[src/rtl/vga_sync_gen.sv]
// vga_sync_gen -- VGA raster timing generator in the pixelClk domain.
//
// Two small FSMs (horizontal and vertical), each with a 10-bit phase counter
// that restarts on every state change, track the raster position. Every output
// is registered and decoded from the position the FSMs move to on the same
// edge, so each output reflects the position of the current cycle.
//
// Ports:
//   pixelClk   in   pixel clock
//   locked     in   asynchronous active-low reset (clock wizard lock)
//   hclk       out  horizontal sync, asserted level = SYNC_POL
//   vclk       out  vertical sync, asserted level = SYNC_POL
//   dValid_h   out  high while the horizontal position is in the active region
//   dValid_v   out  high while the line is in the vertical active region
//   xCor       out  active-region pixel column, 0 outside the active region
//   yCor       out  active-region line number, 0 outside the active region
//   frameStart out  one-cycle pulse on the first pixel of every frame
//   lineStart  out  one-cycle pulse on the first pixel of every line
module vga_sync_gen #(
  parameter int H_ACTIVE = 640,
  parameter int H_FP     = 16,
  parameter int H_SYNC   = 96,
  parameter int H_BP     = 48,
  parameter int V_ACTIVE = 480,
  parameter int V_FP     = 10,
  parameter int V_SYNC   = 2,
  parameter int V_BP     = 33,
  parameter int SYNC_POL = 0
) (
  input  logic       pixelClk,
  input  logic       locked,
  output logic       hclk,
  output logic       vclk,
  output logic       dValid_h,
  output logic       dValid_v,
  output logic [9:0] xCor,
  output logic [9:0] yCor,
  output logic       frameStart,
  output logic       lineStart
);

  // Every segment is counted by its own 10-bit phase counter, so each length
  // must be 1..1024; the line/frame totals are never held in one counter.
  if (H_ACTIVE < 1 || H_ACTIVE > 1024 || H_FP < 1 || H_FP > 1024 ||
      H_SYNC   < 1 || H_SYNC   > 1024 || H_BP < 1 || H_BP > 1024 ||
      V_ACTIVE < 1 || V_ACTIVE > 1024 || V_FP < 1 || V_FP > 1024 ||
      V_SYNC   < 1 || V_SYNC   > 1024 || V_BP < 1 || V_BP > 1024) begin : g_bad_params
    $error("vga_sync_gen: every timing segment length must be in 1..1024");
  end

  localparam logic [9:0] H_ACT_LAST   = 10'(H_ACTIVE - 1);
  localparam logic [9:0] H_FRONT_LAST = 10'(H_FP - 1);
  localparam logic [9:0] H_SYNC_LAST  = 10'(H_SYNC - 1);
  localparam logic [9:0] H_BACK_LAST  = 10'(H_BP - 1);
  localparam logic [9:0] V_ACT_LAST   = 10'(V_ACTIVE - 1);
  localparam logic [9:0] V_FRONT_LAST = 10'(V_FP - 1);
  localparam logic [9:0] V_SYNC_LAST  = 10'(V_SYNC - 1);
  localparam logic [9:0] V_BACK_LAST  = 10'(V_BP - 1);
  localparam logic       SYNC_ON      = (SYNC_POL != 0) ? 1'b1 : 1'b0;

  typedef enum logic [1:0] {
    H_ACT   = 2'd0,
    H_FRONT = 2'd1,
    H_SYNCS = 2'd2,
    H_BACK  = 2'd3
  } h_state_e;

  typedef enum logic [1:0] {
    V_ACT   = 2'd0,
    V_FRONT = 2'd1,
    V_SYNCS = 2'd2,
    V_BACK  = 2'd3
  } v_state_e;

  function automatic logic [9:0] h_last_idx(input h_state_e s);
    logic [9:0] r;
    case (s)
      H_ACT:   r = H_ACT_LAST;
      H_FRONT: r = H_FRONT_LAST;
      H_SYNCS: r = H_SYNC_LAST;
      H_BACK:  r = H_BACK_LAST;
      default: r = H_ACT_LAST;
    endcase
    return r;
  endfunction

  function automatic logic [9:0] v_last_idx(input v_state_e s);
    logic [9:0] r;
    case (s)
      V_ACT:   r = V_ACT_LAST;
      V_FRONT: r = V_FRONT_LAST;
      V_SYNCS: r = V_SYNC_LAST;
      V_BACK:  r = V_BACK_LAST;
      default: r = V_ACT_LAST;
    endcase
    return r;
  endfunction

  function automatic h_state_e h_next(input h_state_e s);
    h_state_e r;
    case (s)
      H_ACT:   r = H_FRONT;
      H_FRONT: r = H_SYNCS;
      H_SYNCS: r = H_BACK;
      H_BACK:  r = H_ACT;
      default: r = H_ACT;
    endcase
    return r;
  endfunction

  function automatic v_state_e v_next(input v_state_e s);
    v_state_e r;
    case (s)
      V_ACT:   r = V_FRONT;
      V_FRONT: r = V_SYNCS;
      V_SYNCS: r = V_BACK;
      V_BACK:  r = V_ACT;
      default: r = V_ACT;
    endcase
    return r;
  endfunction

  h_state_e   h_state_q, h_state_d;
  v_state_e   v_state_q, v_state_d;
  logic [9:0] h_cnt_q, h_cnt_d;
  logic [9:0] v_cnt_q, v_cnt_d;
  // run_q is low until the first edge after reset; that edge presents p=0,l=0
  // rather than advancing past it.
  logic       run_q;

  logic       hclk_q, vclk_q, dvh_q, dvv_q, fs_q, ls_q;
  logic [9:0] xcor_q, ycor_q;
  logic       hclk_d, vclk_d, dvh_d, dvv_d, fs_d, ls_d;
  logic [9:0] xcor_d, ycor_d;

  // Next raster position: horizontal phase advance, vertical step at end of line.
  always_comb begin
    h_state_d = h_state_q;
    h_cnt_d   = h_cnt_q;
    v_state_d = v_state_q;
    v_cnt_d   = v_cnt_q;
    if (!run_q) begin
      h_state_d = H_ACT;
      h_cnt_d   = 10'd0;
      v_state_d = V_ACT;
      v_cnt_d   = 10'd0;
    end else if (h_cnt_q == h_last_idx(h_state_q)) begin
      h_state_d = h_next(h_state_q);
      h_cnt_d   = 10'd0;
      // Leaving H_BACK is the end of a line; the vertical FSM steps on that edge.
      if (h_state_q == H_BACK) begin
        if (v_cnt_q == v_last_idx(v_state_q)) begin
          v_state_d = v_next(v_state_q);
          v_cnt_d   = 10'd0;
        end else begin
          v_cnt_d = v_cnt_q + 10'd1;
        end
      end else begin
        v_cnt_d = v_cnt_q;
      end
    end else begin
      h_cnt_d = h_cnt_q + 10'd1;
    end
  end

  // Output decode from the next position so registered outputs carry no lag.
  always_comb begin
    dvh_d  = (h_state_d == H_ACT);
    dvv_d  = (v_state_d == V_ACT);
    xcor_d = 10'd0;
    ycor_d = 10'd0;
    if (dvh_d) begin
      xcor_d = h_cnt_d;
    end else begin
      xcor_d = 10'd0;
    end
    if (dvv_d) begin
      ycor_d = v_cnt_d;
    end else begin
      ycor_d = 10'd0;
    end
    if (h_state_d == H_SYNCS) begin
      hclk_d = SYNC_ON;
    end else begin
      hclk_d = ~SYNC_ON;
    end
    if (v_state_d == V_SYNCS) begin
      vclk_d = SYNC_ON;
    end else begin
      vclk_d = ~SYNC_ON;
    end
    ls_d = dvh_d && (h_cnt_d == 10'd0);
    fs_d = ls_d && dvv_d && (v_cnt_d == 10'd0);
  end

  // FSM state, counters and registered outputs.
  always_ff @(posedge pixelClk or negedge locked) begin
    if (!locked) begin
      h_state_q <= H_ACT;
      v_state_q <= V_ACT;
      h_cnt_q   <= 10'd0;
      v_cnt_q   <= 10'd0;
      run_q     <= 1'b0;
      hclk_q    <= ~SYNC_ON;
      vclk_q    <= ~SYNC_ON;
      dvh_q     <= 1'b0;
      dvv_q     <= 1'b0;
      xcor_q    <= 10'd0;
      ycor_q    <= 10'd0;
      fs_q      <= 1'b0;
      ls_q      <= 1'b0;
    end else begin
      h_state_q <= h_state_d;
      v_state_q <= v_state_d;
      h_cnt_q   <= h_cnt_d;
      v_cnt_q   <= v_cnt_d;
      run_q     <= 1'b1;
      hclk_q    <= hclk_d;
      vclk_q    <= vclk_d;
      dvh_q     <= dvh_d;
      dvv_q     <= dvv_d;
      xcor_q    <= xcor_d;
      ycor_q    <= ycor_d;
      fs_q      <= fs_d;
      ls_q      <= ls_d;
    end
  end

  assign hclk       = hclk_q;
  assign vclk       = vclk_q;
  assign dValid_h   = dvh_q;
  assign dValid_v   = dvv_q;
  assign xCor       = xcor_q;
  assign yCor       = ycor_q;
  assign frameStart = fs_q;
  assign lineStart  = ls_q;

endmodule

[config.mk]
export PLATFORM = sky130hd
export DESIGN_NAME = vga_sync_gen
export DESIGN_NICKNAME = d
export VERILOG_FILES = /design/src/rtl/vga_sync_gen.sv
export SDC_FILE = /design/constraint.sdc
export NUM_CORES = 1
export LEC_CHECK = 0
export ABC_AREA = 1
export BUFFER_PORTS_ARGS = -buffer_cell sky130_fd_sc_hd__clkbuf_2
export CORE_ASPECT_RATIO = 0.5
export CORE_MARGIN = 8
export CORE_UTILIZATION = 35
export CTS_BUF_LIST = sky130_fd_sc_hd__clkbuf_2 sky130_fd_sc_hd__clkbuf_4 sky130_fd_sc_hd__clkbuf_8
export DETAILED_ROUTE_END_ITERATION = 6
export GPL_ROUTABILITY_DRIVEN = 0
export GPL_TIMING_DRIVEN = 0
export MAX_ROUTING_LAYER = met4
export PLACE_DENSITY_LB_ADDON = 0.2
export SETUP_SLACK_MARGIN = 0.1
export SKIP_CTS_REPAIR_TIMING = 1
export SLEW_MARGIN = 30
export SYNTH_ARGS = -nofsm -noshare
export SYNTH_HDL_FRONTEND = slang
export SYNTH_SLANG_ARGS = --single-unit
[constraint.sdc]
create_clock -name pixelClk -period 2.68 [get_ports pixelClk]
set_input_delay 0 -clock pixelClk [delete_from_list [all_inputs] [get_ports pixelClk]]
set_output_delay 0 -clock pixelClk [all_outputs]
set_load 0.05 [all_outputs]
Word-level counts from Yosys, hierarchy flattened
Index checks and enable logic that the tools add are counted.
- input port bits: 2
- register bits: 51
- reductions and logical operators: 9
- eq/ne operators: 10
- add/sub/neg operators: 2
- muxes and demuxes: 24
- operators by type and width (cell ; number):
    $mux W10 ; 12
    $pmux W10 S4 ; 2
    $add A10 B1 Y10 const B ; 2
    $eq A10 B10 Y1 ; 2
    $logic_not A10 Y1 ; 2
    $pmux W2 S4 ; 2
    $eq A2 B2 Y1 const B ; 6
    $mux W2 ; 6
    $logic_not A2 Y1 ; 4
    $eq A2 B1 Y1 const B ; 2
    $logic_and A1 B1 Y1 ; 3
    $mux W1 ; 2

Logic depth before layout (Yosys ltp)
- depth in word-level cells: 14
- depth in mapped cells: 17
- gate-level depth less buffers: 16

Worst setup path after synthesis
OpenSTA, ideal clock, no wires.
- path type: register to register
- start: register v_state_q[0]
- end: register fs_q (netlist: frameStart)
- required time: 2565 ps
- arrival time: 1798 ps
- path slack: 767 ps
- library setup time: 115 ps
- buffers on the path: 1
- period minus slack after synthesis: 1913 ps
- stages on the path, launching flop included: 16
- path through: dfrtp_1 inv_1 ha_1 buf_2 o21ai_0 nand2_1 nor2_1 nand2_1 nor2_4 nand2_2 nand2_1 nand3_1 nand2_1 clkinv_1 nand3_1 nor2_1
- longest elaborated chain between the ends: 13
- ends and longest elaborated chain (element ; line ; text):
    from (decl) ; 124 ; v_state_e v_state_q, v_state_d;
    from (signal assigned) ; 214 ; v_state_q <= v_state_d;
    $eq A2 B2 Y1 (tied with other cells) ; 89, 113 ;
    $pmux W10 S4 ; 89 ; case (s)
    $mux W10 ; 151 ; if (h_state_q == H_BACK) begin
    $mux W10 ; 147 ; end else if (h_cnt_q == h_last_idx(h_state_q)) begin
    $mux W10 ; 142 ; if (!run_q) begin
    $eq A10 B10 Y1 ; 152 ; if (v_cnt_q == v_last_idx(v_state_q)) begin
    $mux W2 ; 152 ;
    $mux W2 ; 151 ;
    $mux W2 (*) ; 147 ;
    $mux W2 (*) ; 142 ;
    $logic_not A2 Y1 (*) ; 169 ; dvv_d = (v_state_d == V_ACT);
    net dvv_d ; 133 ; logic hclk_d, vclk_d, dvh_d, dvv_d, fs_d, ls_d;
    $logic_and A1 B1 Y1 (*) (2 in series) ; 193 ; fs_d = ls_d && dvv_d && (v_cnt_d == 10'd0);
    net fs_d ; 133 ;
    to (signal assigned) ; 224 ; fs_q <= fs_d;
    to (decl) ; 131 ; logic hclk_q, vclk_q, dvh_q, dvv_q, fs_q, ls_q;
The timed path passes the listed nets; every way through them passes the cells marked *. The select of a mux whose other input is x is not followed.

Worst setup path after layout
- start: register h_state_q[1]
- end: register fs_q (netlist: frameStart)
- longest elaborated chain between the ends: 10
- ends and longest elaborated chain (element ; line ; text):
    from (decl) ; 123 ; h_state_e h_state_q, h_state_d;
    from (signal assigned) ; 213 ; h_state_q <= h_state_d;
    $eq A2 B2 Y1 (tied with other cells) ; 77, 101, 151 ;
    $pmux W10 S4 ; 77 ; case (s)
    $mux W10 ; 142 ;
    $eq A10 B10 Y1 ; 147 ;
    $mux W10 or $mux W2 (tied branches) ; 147 ;
    $mux W10 or $mux W2 (tied branches) ; 142 ;
    $logic_not A10 Y1 or $logic_not A2 Y1 (tied branches) ; 192, 168 ;
    $logic_and A1 B1 Y1 ; 192 ; ls_d = dvh_d && (h_cnt_d == 10'd0);
    $logic_and A1 B1 Y1 ; 193 ;
    $logic_and A1 B1 Y1 (*) ; 193 ;
    net fs_d ; 133 ;
Marks and branches as above.

==> results.yml <==
drt:
  routedWlPerCell_um: 12.16
  drt-total-wl_um: 6238
  ant_nets: 0
  drcViolationCount: 0
  drt_iter0_markers: 149
  vias: 2265
  avgViaCountPerCell: 4.415
  first_pass_iters: 4
clock_network:
  cts_root_buf: "clkbuf_8"
  clk_pin_slew_ns: 0.11
  cts_max_level: 2
  cts_tree: "built"
  clk_latency_ns: 0.32
  cts_sinks: 51
  numCtsBuffers: 5
  clockBufferDepth: 2
sta:
  timing.final.crit_share_pct: 84.89
  holdWs_ns: 0.2755
  maxSlewViolCount: 0
  fmax_mhz: 439.5
  fin_tns_setup_ns: 0
  setup_viol: 0
  worstMarginPinSlew_ns: 0.7058
  grt_setup_unrepaired: "no"
  final.min_clock_period_ns: 2.275
  relSlewSlack_pct: 52.95
  finalHoldViolCount: 0
  skew_ns: 0.01114
synthesis:
  synth_fa_ha_area_share_pct: 4.023
  syn_area_per_cell_um2: 7.668
  synth_ff_type: "dfrtp_1"
  synth_top_family_by_area: "simple AND/OR/NAND/NOR gates"
  synth_compound_area_share_pct: 3.263
  syn_inst: 365
  async_flop_share_pct: 100.0
  yosysSeqAreaShare_pct: 45.69
  ys_warn_count: 0
  synth_area_leaders: "dfrtp_1 44%, nand2_1 13%, inv_1 9.0%, nor2_1 6.2%, nand3_1 5.2%"
  synthMuxAreaShare_pct: 0
  syn_nets: 376
  yosys_register_bits: 51
  synth.distinct_cells: 29
  yosys.area.top_type: "dfrtp_1"
  synth_area_um2: 2799
  synthSimpleGateAreaFrac_pct: 34.38
  synth_top_area_share_pct: 43.81
  synth_edf_count: 0
  synthXorXnorAreaFrac_pct: 1.252
power_and_ir_drop:
  switchingPower_uw: 362.5
  clkPwrFrac_pct: 35.3
  power.internal_uw: 991.6
  power.density_nw_per_um2: 425.4
  power_leakage_nw: 1.788
  p_total_mw: 1.354
  netSwitchingFraction_pct: 26.77
  pwr-share-seq_pct: 58.1
  comb_power_share_pct: 6.6
  peakVddDrop_mv: 0.2060
worst_setup_path:
  cp-start-kind: "register"
  cp_max_fo: 10
  worstPathRequired_ns: 2.93
  crit_path_end_kind: "register"
  crit_arrival_ns: 2.53
  r2r-end: "frameStart"
  crit_type: "register to register"
  rr_worst_depth: 15
  r2r_start: "h_state_q[1]"
  critical_path.endpoint: "frameStart"
  crit_path_start: "h_state_q[1]"
  r2r_setup_slack_ns: 0.40
layout:
  diodes: 0
  fin_nets: 411
  fill_cells: 854
  multi_input_area_um2: 1205
  layout_common_cells: "98 x nand2_1, 67 x inv_1, 49 x dfrtp_1, 46 x nor2_1, 29 x nand3_1"
  fin_cells: 513
  ff_latch_area_um2: 1279
  drive_gt1_share_pct: 16.71
  mostFrequentLayoutCell: "nand2_1"
  area_growth_pct: 13.72
global_routing:
  antenna_found_initial: 0
  grt_pass1_vias: 2297
  grt_usage_pct: 12.69
  grt_pass1_wl_um: 11140
  overflow: 0
  grt_max_degree: 52
place:
  placed_cells: 504
  io_buffers: 27
  place_hpwl_um: 4683
floorplan:
  row_count: 23
  die_w_um: 142.5
  boundaryPins: 28
  die-area_um2: 11290
  core_area_um2: 7885
  fp.dieH_um: 79.24
  start_util_pct: 35.50
run_status:
  status: "complete, no violations"
worst_hold_path:
  hp-class: "input pin to async pin"
run:
  cap_violations: 0
[per-layer routing]
metal  routed length [um]  vias up  global-route usage [%]
met4                   95        0                   4.311
met1                 3163     1050                   16.02
met5                    0        -                       -
met3                  241       10                   3.050
met2                 2738       34                   19.72
li1                     -     1171                       -
[Yosys cell counts (2+ instances only)]
cell       n
o21bai_1   3
buf_2      2
nor2_1    46
o21ai_0    8
nand4_1    6
xor2_1     4
nand3_4    2
nand2_2    3
dfrtp_1   49
nor2_2     5
ha_1       9
nor2_4     4
a21oi_1    4
nor3_1     5
inv_1     67
buf_6      3
dfstp_2    2
nand3_1   29
clkbuf_1   2
nand3_2    4
nand2_1   98
nor3_2     3
[worst min path at each step]
stage / endpoint / start / cells past startpoint
after floorplan: dValid_h / locked / 0
after global placement: xCor[7] / locked / 1
after detailed placement: xCor[7] / locked / 1
after CTS: h_cnt_q[8] / locked / 1
after global routing: h_cnt_q[8] / locked / 2
final: xCor[7] / locked / 2
[final cells by class]
class,instances,area share [%]
Sequential cell,51,40.17
Multi-Input combinational cell,237,37.85
Inverter,69,8.137
Timing Repair Buffer,28,4.638
Tap cell,112,4.403
Clock buffer,5,2.162
Buffer,8,1.769
Clock inverter,3,0.8648
[worst max-delay path, stage by stage, from the launching register on]
cell and delay, ns:
dfrtp_1 0.39, inv_1 0.07, ha_1 0.29, inv_1 0.06, nand2_2 0.07, nand2_2 0.06
nor2_4 0.12, nand3_4 0.14, nor2_4 0.16, buf_6 0.17, a21oi_1 0.14, nand2_1 0.15
nand2_1 0.06, nor2_1 0.10, nand3_1 0.11, nor2_1 0.09
[stage by stage]
stage | utilization [%] | setup WS [ns] | instance area (um2)
after floorplan | - | 0.7670 | 2799
after global placement | 38.99 | 0.4202 | 3074
final | 40.37 | 0.4049 | 3183
after detailed placement | 39.02 | 0.4277 | 3077
after CTS | 40.24 | 0.3934 | 3173
after global routing | 40.37 | 0.1361 | 3183
[kinds of logic after synthesis]
| family | after synthesis |
|---|---|
| buffers and inverters | 77 |
| other | 1 |
| xor gates and xnor gates | 4 |
| DFF | 51 |
| AOI/OAI and AO/OA | 16 |
| and+or+nand+nor | 207 |
| adders and majority gates | 9 |
[sequential cells by signal (all words and copies together) (netlist names)]
signal / cells
v_cnt_q: 10
dValid_h: 1
run_q: 1
hclk: 1
h_cnt_q: 10
lineStart: 1
vclk: 1
dValid_v: 1
h_state_q: 2
v_state_q: 2
xCor: 10
frameStart: 1
yCor: 10
[power by group through the flow]
stage / logic, mW / registers (mW) / clock network (mW)
2_1_floorplan: 0.0268 / 0.831 / 0
3_3_place_gp: 0.0904 / 0.802 / 0
3_5_place_dp: 0.0908 / 0.802 / 0
4_1_cts: 0.0910 / 0.787 / 0.504
5_1_grt: 0.101 / 0.789 / 0.535
6_report: 0.0895 / 0.787 / 0.478
Note: power is estimated with default switching activity, not from simulation.
